File: config.mk
export PLATFORM = sky130hd
export DESIGN_NAME = spi_burst_ctrl_flat
export DESIGN_NICKNAME = d
export VERILOG_FILES = /design/src/rtl/spi_pkg.sv /design/src/rtl/spi_burst_ctrl_if.sv /design/src/rtl/spi_sync_fifo.sv /design/src/rtl/spi_burst_ctrl.sv /design/src/flat_wrapper.sv
export SDC_FILE = /design/constraint.sdc
export NUM_CORES = 1
export LEC_CHECK = 0
export CAP_MARGIN = 20
export CORE_MARGIN = 8
export CORE_UTILIZATION = 48
export DETAILED_ROUTE_END_ITERATION = 16
export PLACE_DENSITY = 0.76
export SYNTH_ARGS = -nofsm -noshare
export SYNTH_HDL_FRONTEND = slang
export SYNTH_SLANG_ARGS = --single-unit
File: constraint.sdc
create_clock -name clk -period 2.1 [get_ports clk]
set_input_delay 0.315 -clock clk [delete_from_list [all_inputs] [get_ports clk]]
set_output_delay 0.315 -clock clk [all_outputs]
set_load 0.05 [all_outputs]
File: src/rtl/spi_pkg.sv
// Shared types and constants for the SPI burst controller.
// No logic; types only.
// No flow control of its own.
package spi_pkg;

   localparam int SPI_DWIDTH_DEF = 8;

   typedef enum logic [2:0] {
      ST_IDLE,
      ST_LOAD,
      ST_WAIT_START,
      ST_WAIT_DONE,
      ST_CAPTURE
   } spi_state_e;

endpackage

File: src/rtl/spi_burst_ctrl_if.sv
// Bundles the upstream TX push, downstream RX handshake and spi_core strobes.
// Wires only, no latency.
// Backpressure travels on tx_ready / rx_ready.
interface spi_burst_ctrl_if
   import spi_pkg::*;
#(
   parameter int DWIDTH = SPI_DWIDTH_DEF
) ();

   logic              tx_valid;
   logic              tx_ready;
   logic [DWIDTH-1:0] tx_data;

   logic              rx_valid;
   logic              rx_ready;
   logic [DWIDTH-1:0] rx_data;

   logic              core_cs;
   logic              core_rd;
   logic              core_wr;
   logic [DWIDTH-1:0] core_din;
   logic [DWIDTH-1:0] core_dout;
   logic              core_done;

   // Controller side
   modport master (
      input  tx_valid, tx_data, rx_ready, core_dout, core_done,
      output tx_ready, rx_valid, rx_data, core_cs, core_rd, core_wr, core_din
   );

   // Environment side: upstream producer, downstream consumer and spi_core
   modport slave (
      output tx_valid, tx_data, rx_ready, core_dout, core_done,
      input  tx_ready, rx_valid, rx_data, core_cs, core_rd, core_wr, core_din
   );

endinterface

File: src/rtl/spi_sync_fifo.sv
// Synchronous TX word FIFO, head word visible combinationally on rd_dat.
// Push-to-visible latency 1 cycle.
// wr_rdy = not full; a push against a full FIFO is refused even if a pop happens that cycle.
module spi_sync_fifo
   import spi_pkg::*;
#(
   parameter int DWIDTH = SPI_DWIDTH_DEF,
   parameter int DEPTH  = 4
) (
   input  logic              clk,
   input  logic              rst,
   input  logic              wr_vld,
   output logic              wr_rdy,
   input  logic [DWIDTH-1:0] wr_dat,
   output logic              rd_vld,
   input  logic              rd_rdy,
   output logic [DWIDTH-1:0] rd_dat
);

   localparam int AW = $clog2(DEPTH);
   localparam logic [AW:0] CNT_FULL = (AW + 1)'(DEPTH);

   logic [AW-1:0]     wr_ptr_q, wr_ptr_d;
   logic [AW-1:0]     rd_ptr_q, rd_ptr_d;
   logic [AW:0]       cnt_q, cnt_d;
   logic [DWIDTH-1:0] mem_q [DEPTH];
   logic [DWIDTH-1:0] mem_d [DEPTH];
   logic              push, pop;

   assign wr_rdy = (cnt_q != CNT_FULL);
   assign rd_vld = (cnt_q != '0);
   assign rd_dat = mem_q[rd_ptr_q];
   assign push   = wr_vld & wr_rdy;
   assign pop    = rd_vld & rd_rdy;

   // Next pointers, occupancy and storage; pointers wrap naturally since DEPTH is a power of two
   always_comb begin
      wr_ptr_d = wr_ptr_q;
      rd_ptr_d = rd_ptr_q;
      cnt_d    = cnt_q;
      mem_d    = mem_q;
      if (push) begin
         mem_d[wr_ptr_q] = wr_dat;
         wr_ptr_d        = wr_ptr_q + 1'b1;
      end
      if (pop) begin
         rd_ptr_d = rd_ptr_q + 1'b1;
      end
      case ({push, pop})
         2'b10:   cnt_d = cnt_q + 1'b1;
         2'b01:   cnt_d = cnt_q - 1'b1;
         default: cnt_d = cnt_q;
      endcase
   end

   // State registers
   always_ff @(posedge clk or negedge rst) begin
      if (!rst) begin
         wr_ptr_q <= '0;
         rd_ptr_q <= '0;
         cnt_q    <= '0;
         for (int i = 0; i < DEPTH; i++) begin
            mem_q[i] <= '0;
         end
      end else begin
         wr_ptr_q <= wr_ptr_d;
         rd_ptr_q <= rd_ptr_d;
         cnt_q    <= cnt_d;
         mem_q    <= mem_d;
      end
   end

endmodule

File: src/rtl/spi_burst_ctrl.sv
// Drains a TX FIFO into spi_core one word per transfer and returns each result on rx.
// Push into empty FIFO (IDLE, core_done=1) -> core_wr 1 cycle later; back-to-back bursts skip IDLE.
// Stalls in CAPTURE while rx holds an unconsumed word; optional SPI_BURST_LOOPCHK_EN adds sticky err.
module spi_burst_ctrl
   import spi_pkg::*;
#(
   parameter int DWIDTH = SPI_DWIDTH_DEF,
   parameter int DEPTH  = 4
) (
   input  logic              clk,
   input  logic              rst,
   spi_burst_ctrl_if.master  bus,
   output logic              busy
`ifdef SPI_BURST_LOOPCHK_EN
   ,
   output logic              err
`endif
);

   spi_state_e        state_q, state_d;
   logic [DWIDTH-1:0] core_din_q, core_din_d;
   logic [DWIDTH-1:0] rx_data_q, rx_data_d;
   logic              rx_valid_q, rx_valid_d;
   logic              fifo_vld;
   logic              fifo_pop;
   logic [DWIDTH-1:0] fifo_dat;
   logic              cap_ok;

   spi_sync_fifo #(
      .DWIDTH (DWIDTH),
      .DEPTH  (DEPTH)
   ) u_fifo (
      .clk    (clk),
      .rst    (rst),
      .wr_vld (bus.tx_valid),
      .wr_rdy (bus.tx_ready),
      .wr_dat (bus.tx_data),
      .rd_vld (fifo_vld),
      .rd_rdy (fifo_pop),
      .rd_dat (fifo_dat)
   );

   // The rx slot can take a new word when empty or being drained this cycle
   assign cap_ok = !rx_valid_q || bus.rx_ready;

   // Next state, FIFO pop and rx slot; the pop happens on entry to LOAD so core_din is valid during LOAD
   always_comb begin
      state_d    = state_q;
      core_din_d = core_din_q;
      rx_data_d  = rx_data_q;
      rx_valid_d = rx_valid_q;
      fifo_pop   = 1'b0;
      if (rx_valid_q && bus.rx_ready) begin
         rx_valid_d = 1'b0;
      end
      case (state_q)
         ST_IDLE: begin
            if (fifo_vld && bus.core_done) begin
               fifo_pop   = 1'b1;
               core_din_d = fifo_dat;
               state_d    = ST_LOAD;
            end
         end
         ST_LOAD: begin
            state_d = ST_WAIT_START;
         end
         ST_WAIT_START: begin
            if (!bus.core_done) begin
               state_d = ST_WAIT_DONE;
            end
         end
         ST_WAIT_DONE: begin
            if (bus.core_done) begin
               state_d = ST_CAPTURE;
            end
         end
         ST_CAPTURE: begin
            if (cap_ok) begin
               rx_data_d  = bus.core_dout;
               rx_valid_d = 1'b1;
               if (fifo_vld && bus.core_done) begin
                  fifo_pop   = 1'b1;
                  core_din_d = fifo_dat;
                  state_d    = ST_LOAD;
               end else begin
                  state_d = ST_IDLE;
               end
            end
         end
         default: state_d = ST_IDLE;
      endcase
   end

   // State registers
   always_ff @(posedge clk or negedge rst) begin
      if (!rst) begin
         state_q    <= ST_IDLE;
         core_din_q <= '0;
         rx_data_q  <= '0;
         rx_valid_q <= 1'b0;
      end else begin
         state_q    <= state_d;
         core_din_q <= core_din_d;
         rx_data_q  <= rx_data_d;
         rx_valid_q <= rx_valid_d;
      end
   end

   assign bus.core_cs  = (state_q == ST_LOAD);
   assign bus.core_wr  = (state_q == ST_LOAD);
   assign bus.core_rd  = 1'b0;
   assign bus.core_din = core_din_q;
   assign bus.rx_valid = rx_valid_q;
   assign bus.rx_data  = rx_data_q;
   assign busy         = (state_q != ST_IDLE) || fifo_vld;

`ifdef SPI_BURST_LOOPCHK_EN
   // The loopback echoes the previous transfer's word, so each capture is checked
   // against the word sent last time; nothing has been sent before the first capture.
   logic [DWIDTH-1:0] prev_q, prev_d;
   logic              have_prev_q, have_prev_d;
   logic              err_q, err_d;
   logic              cap_fire;

   assign cap_fire = (state_q == ST_CAPTURE) && cap_ok;

   // Compare on capture, then remember the word that was just sent
   always_comb begin
      prev_d      = prev_q;
      have_prev_d = have_prev_q;
      err_d       = err_q;
      if (cap_fire) begin
         if (have_prev_q && (bus.core_dout != prev_q)) begin
            err_d = 1'b1;
         end
         prev_d      = core_din_q;
         have_prev_d = 1'b1;
      end
   end

   // Loopback check registers
   always_ff @(posedge clk or negedge rst) begin
      if (!rst) begin
         prev_q      <= '0;
         have_prev_q <= 1'b0;
         err_q       <= 1'b0;
      end else begin
         prev_q      <= prev_d;
         have_prev_q <= have_prev_d;
         err_q       <= err_d;
      end
   end

   assign err = err_q;
`endif

endmodule

File: src/flat_wrapper.sv
// flat-port wrapper written by rule: the top's interface ports become plain ports
module spi_burst_ctrl_flat import spi_pkg::*;
#(
   parameter int DWIDTH = SPI_DWIDTH_DEF,
   parameter int DEPTH  = 4
)
  (clk, rst, busy, bus_tx_valid, bus_tx_data, bus_rx_ready, bus_core_dout, bus_core_done, bus_tx_ready, bus_rx_valid, bus_rx_data, bus_core_cs, bus_core_rd, bus_core_wr, bus_core_din);
  spi_burst_ctrl_if #(.DWIDTH(DWIDTH)) bus_i ();
  input  logic clk;
  input  logic rst;
  output logic busy;
  input wire logic [$bits(bus_i.tx_valid)-1:0] bus_tx_valid;
  input wire logic [$bits(bus_i.tx_data)-1:0] bus_tx_data;
  input wire logic [$bits(bus_i.rx_ready)-1:0] bus_rx_ready;
  input wire logic [$bits(bus_i.core_dout)-1:0] bus_core_dout;
  input wire logic [$bits(bus_i.core_done)-1:0] bus_core_done;
  output wire logic [$bits(bus_i.tx_ready)-1:0] bus_tx_ready;
  output wire logic [$bits(bus_i.rx_valid)-1:0] bus_rx_valid;
  output wire logic [$bits(bus_i.rx_data)-1:0] bus_rx_data;
  output wire logic [$bits(bus_i.core_cs)-1:0] bus_core_cs;
  output wire logic [$bits(bus_i.core_rd)-1:0] bus_core_rd;
  output wire logic [$bits(bus_i.core_wr)-1:0] bus_core_wr;
  output wire logic [$bits(bus_i.core_din)-1:0] bus_core_din;
  assign bus_i.tx_valid = bus_tx_valid;
  assign bus_i.tx_data = bus_tx_data;
  assign bus_i.rx_ready = bus_rx_ready;
  assign bus_i.core_dout = bus_core_dout;
  assign bus_i.core_done = bus_core_done;
  assign bus_tx_ready = bus_i.tx_ready;
  assign bus_rx_valid = bus_i.rx_valid;
  assign bus_rx_data = bus_i.rx_data;
  assign bus_core_cs = bus_i.core_cs;
  assign bus_core_rd = bus_i.core_rd;
  assign bus_core_wr = bus_i.core_wr;
  assign bus_core_din = bus_i.core_din;
  spi_burst_ctrl #(.DWIDTH(DWIDTH), .DEPTH(DEPTH)) u_core (.clk(clk), .rst(rst), .bus(bus_i), .busy(busy));
endmodule
==> results of run 1 <==
-- worst max-delay path: stages, from the launching register on --
cell and delay, ps:
dfrtp_1 400, or3_4 430, or4_4 430, buf_6 170
-- repair_timing --
| item | in CTS | in global routing |
|---|---|---|
| endpoints found under the setup margin | 1 | 2 |
| hold endpoints to repair | 59 | 0 |
| hold buffers | 1 | 0 |
| gates resized for setup | 3 | 1 |
| pin swaps | 0 | 3 |
| buffers inserted | 1 | 1 |
-- cells in the final DEF, fill, tap and decap left out, types with 3 or more instances in the layout --
master	Yosys	routed
xnor2_1	4	4
clkbuf_8	0	10
mux2_2	41	41
ha_1	5	4
bufinv_16	0	3
nand3_2	3	3
mux4_2	8	8
dfrtp_1	59	58
inv_1	6	6
nand2_1	4	3
buf_4	2	15
clkdlybuf4s50_1	0	36
mux2_4	8	8
-- stage by stage --
step | instance area, µm² | hold slack [ps] | total power [W]
floorplan | 2678 | 19.41 | 0.004040
finish | 3486 | 502.3 | 0.006083
global route | 3486 | 519.5 | 0.006430
global placement | 3204 | 345.7 | 0.004750
detailed placement | 3204 | 342.6 | 0.004817
CTS | 3476 | 488.6 | 0.006124
-- area by class of cell --
| class | instances | share of cell area (%) |
|---|---|---|
| Clock inverter | 5 | 2.872 |
| Sequential cell | 59 | 42.39 |
| Inverter | 6 | 0.6461 |
| Timing Repair Buffer | 55 | 14.90 |
| Multi-Input combinational cell | 100 | 32.56 |
| Tap cell | 72 | 2.584 |
| Clock buffer | 11 | 4.056 |
-- state kept, by name, summed over array words and instances (netlist names) --
name                    flops
u_core.state_q              3
u_core.u_fifo.wr_ptr_q      2
u_core.u_fifo.mem_q        32
u_core.u_fifo.cnt_q         3
u_core.bus.rx_valid         1
u_core.bus.rx_data          8
u_core.u_fifo.rd_ptr_q      2
u_core.bus.core_din         8
-- worst min path at each step --
stage | cells past startpoint | to | slack, ps
finish | 1 | u_core.bus.core_din[3] | 500
CTS | 1 | u_core.u_fifo.cnt_q[2] | 490
detailed placement | 2 | u_core.bus.rx_data[5] | 340
global placement | 2 | u_core.bus.rx_data[5] | 350
floorplan | 0 | u_core.bus.core_din[0] | 20
global route | 1 | u_core.u_fifo.mem_q[3] | 520
-- power groups by stage --
stage	clock network, W	logic, W	registers [W]
after floorplan	0	0.00150	0.00254
after global placement	0	0.00267	0.00208
after detailed placement	0	0.00272	0.00210
after CTS	0.00127	0.00277	0.00208
after global routing	0.00134	0.00294	0.00215
final	0.00125	0.00275	0.00208
-- metal layers --
metal	GRT usage (%)	up-vias	routed length, µm
li1	-	733	-
met1	15.87	815	2279
met2	22.09	21	2564
met3	3.325	11	130
met4	5.825	0	87
met5	0	-	0
-- logic make-up (layout without fill, tap and decap cells) --
logic type | Yosys count | after routing | share of synthesized area (%)
compound gates | 3 | 3 | 0.6142
xor+xnor | 6 | 6 | 1.984
fa+ha+maj | 6 | 6 | 3.118
buf+inv | 13 | 77 | 2.739
flops | 59 | 59 | 55.74
mux | 58 | 58 | 29.15
other cells | 1 | 1 | 0.1416
simple gates | 26 | 26 | 6.518
==> results.tsv, run 1 <==
metric	value	unit
status	completed	
finalWorstSetupSlack	22.90	ps
crit_end	busy	
grtUsageTotal	13.26	%
pwr-share-comb	45.2	%
synth-edff-count	0	
cts_buffer_depth	2	
maxCapViolCount	0	
arrival	1760	ps
cts.htree.levels	3	
grt_pass1_wl	8.590	mm
post_drt_wl_per_cell	16.44	µm
ys_top_cells_by_area	dfrtp_1 56%, mux2_2 17%, mux4_2 6.8%, mux2_4 4.5%, ha_1 2.4%	
post-route-period-util	98.91	%
gp_congestion	0.7406	
hpwl	3.436	mm
cp-end-kind	primary output	
ir_worst_vdd	0.8303	mV
fin_util	64.49	%
n_antenna_cell	0	
syn_area	2649	µm²
final_layout_size_suffix_gt1_share	43.64	%
r2r-start	u_core.u_fifo.cnt_q[0]	
finalSetupViolCount	0	
synth_top_area_share	55.74	%
syn-instance-count	172	
grt_antenna_before_repair	0	
rows	27	
fin_tns_setup	0	ps
clkPwrFrac	20.5	%
vias	1580	
multiInputGateArea	1135	µm²
synthMostInstantiatedCell	dfrtp_1	
overflow	0	
ys_warn_count	0	
ys_seq_area_share	55.74	%
p_seq_share	34.2	%
place_ws	-151.3	ps
cp-start-kind	flop	
cts_root_buffer	clkbuf_8	
sw_frac_of_total	35.40	%
max_slew_margin	64.43	%
startpoint	u_core.u_fifo.cnt_q[2]	
r2r_setup_slack	90	ps
clock_sinks	59	
synth.avg_cell_area	15.40	µm²
dp_cells	289	
cp.required	1780	ps
r2r_end	u_core.u_fifo.cnt_q[2]	
maxSlewViolCount	0	
ys_ff_latch	59	
initial_core_util	49.00	%
drtIter0Drc	61	
clkLatencyLatePin	330	ps
nNetsFinal	258	
rsz0062_at_grt	yes	
path_class	reg -> out	
drt-pass1-iter-count	4	
nFillCells	414	
ant_nets	0	
ys_top_cells_by_count	59 x dfrtp_1, 41 x mux2_2, 8 x mux2_4, 8 x mux4_2, 6 x inv_1	
drt-total-wl	5.062	mm
fp.dieArea	8151	µm²
synth_flop_cell	dfrtp_1	
seq_area	1478	µm²
area_growth	31.60	%
powerDensity	1745	nW/µm²
cp_max_fo	5	
ys_types	34	
clk_pin_slew	60	ps
clock_skew	6.650	ps
worst-slew-pin-transition	531.8	ps
grt_pass1_vias	1758	
min_period	2077	ps
io_pins	43	
p_int	0.003930	W
drc	0	
die_w	90.29	µm
syn-num-nets	199	
min-delay-start	u_core.bus.core_din[3]	
die_y	90.29	µm
core	5405	µm²
power_switching	0.002153	W
rr_worst_depth	8	
async_flop_share	100.0	%
instances_no_fill	308	
via_per_inst	5.130	
fmax	481.4	MHz
cts_inserted_buffers	9	
grt_max_degree	60	
finalHoldViolCount	0	
port_buffers	41	
hp-class	reg -> reg	
synth_area_leader_cell	dfrtp_1	
tritoncts	built	
leakage	1.521	nW
No activity file was read; power rests on OpenSTA's default activity.
==> inputs of run 2 (changes only) <==
CORE_MARGIN = 5   (was 8)
==> results.tsv, run 2 (synthesis results as in run 1) <==
metric	value	unit
arrival	1770	ps
clk_pin_slew	60	ps
finalHoldViolCount	0	
r2r-start	u_core.u_fifo.cnt_q[2]	
grt_max_degree	60	
worst-slew-pin-transition	525.7	ps
drc	0	
tritoncts	built	
clock_skew	9.106	ps
cp-end-kind	primary output	
fmax	480.1	MHz
grt_pass1_vias	1713	
cts_buffer_depth	2	
via_per_inst	5.123	
cts_root_buffer	clkbuf_8	
leakage	1.510	nW
drtIter0Drc	55	
hpwl	3.390	mm
post_drt_wl_per_cell	16.29	µm
io_pins	43	
clkLatencyLatePin	330	ps
instances_no_fill	308	
drt-pass1-iter-count	4	
min_period	2083	ps
powerDensity	1698	nW/µm²
grtUsageTotal	15.44	%
fp.dieArea	7104	µm²
min-delay-start	u_core.u_fifo.cnt_q[2]	
maxCapViolCount	0	
final_cell_mix	58 x dfrtp_1, 41 x mux2_2, 36 x clkdlybuf4s50_1	
total_power	0.005878	W
nFillCells	418	
cp.required	1780	ps
place_ws	-147.4	ps
cp_max_fo	4	
ir_worst_vdd	0.8411	mV
status	completed	
largest_reg_flops	32	
hp-class	reg -> reg	
regMostFlops	u_core.u_fifo.mem_q	
rows	27	
nNetsFinal	259	
final_layout_size_suffix_gt1_share	43.22	%
n_antenna_cell	0	
core	5439	µm²
max_slew_margin	64.84	%
cts.htree.levels	3	
clock_sinks	59	
cts_inserted_buffers	9	
grt_pass1_wl	8.480	mm
dp_cells	290	
gp_congestion	0.7837	
finalWorstSetupSlack	17.02	ps
rsz0062_at_grt	yes	
initial_core_util	48.70	%
area_growth	30.70	%
port_buffers	41	
overflow	0	
finalSetupViolCount	0	
maxSlewViolCount	0	
final_common_cell	dfrtp_1	
cp-start-kind	flop	
post-route-period-util	99.19	%
path_class	reg -> out	
drt-total-wl	5.017	mm
vias	1578	
die_y	84.29	µm
startpoint	u_core.u_fifo.cnt_q[2]	
ant_nets	0	
die_w	84.29	µm
grt_antenna_before_repair	0	
-- run 2: cell types whose count changed in the layout (fill, tap and decap cells not counted) --
cell       previous run  this run
bufinv_16             3         1
clkbuf_1              1         2
buf_12                1         2
buf_6                 1         0
buf_8                 0         1
clkbuf_8             10        11
clkinv_2              2         1
-- run 2: what timing repair did --
| action | CTS | global route |
|---|---|---|
| hold buffers | 1 | 0 |
| gates resized for setup | 3 | 2 |
| buffers inserted | 0 | 2 |
| pin swaps | 1 | 6 |
| endpoints found under the hold margin | 59 | 0 |
| setup endpoints to repair | 1 | 2 |
-- run 2: layer usage --
layer | global-route usage, % | wire length [µm] | vias to the layer above
li1 | - | - | 736
met1 | 20.06 | 2226 | 803
met2 | 24.10 | 2516 | 27
met3 | 3.827 | 182 | 12
met4 | 7.749 | 93 | 0
met5 | 0 | 0 | -
-- run 2: path summary, 6_finish.rpt --
kind / endpoint / slack [ps] / cells past startpoint
setup reg to reg: u_core.u_fifo.cnt_q[2] / 100 / 10
hold / removal: u_core.u_fifo.cnt_q[2] / 500 / 1
setup / recovery: busy / 20 / 3
min in group asynchronous: u_core.u_fifo.cnt_q[2] / 510 / 3
max in group asynchronous: u_core.bus.core_din[2] / 1330 / 3
hold reg to reg: u_core.u_fifo.cnt_q[2] / 500 / 1
-- run 2: critical path, cell delays in order (launching register included) --
cell and delay [ps]:
dfrtp_1 400, or3_4 430, or4_4 440, buf_8 170
-- run 2: cell type report --
cell class / count / area [µm²] / share of cell area [%]
multi-input cells: 100 / 1135 / 32.78
clock inverters: 2 / 35.03 / 1.012
repair buffers: 56 / 543.0 / 15.68
flip-flops and latches: 59 / 1478 / 42.68
clock buffers: 13 / 158.9 / 4.590
inverters: 6 / 22.52 / 0.6505
well taps: 72 / 90.09 / 2.602
-- run 2: through the flow --
stage	setup TNS (ps)	area [µm²]	util [%]	hold WS [ps]
CTS	0	3428	63.03	503.9
floorplan	0	2678	-	19.41
detailed placement	-171.8	3212	59.05	344.5
global route	-21.35	3462	63.65	516.4
global placement	-114.8	3212	59.05	346.2
finish	0	3462	63.65	502.4
-- run 2: power breakdown --
part	switching [W]	internal [W]	total, W
clock	0.000415	0.000605	0.00102
sequential	0.000347	0.00172	0.00207
combinational	0.00138	0.00141	0.00279
total	0.00214	0.00374	0.00588
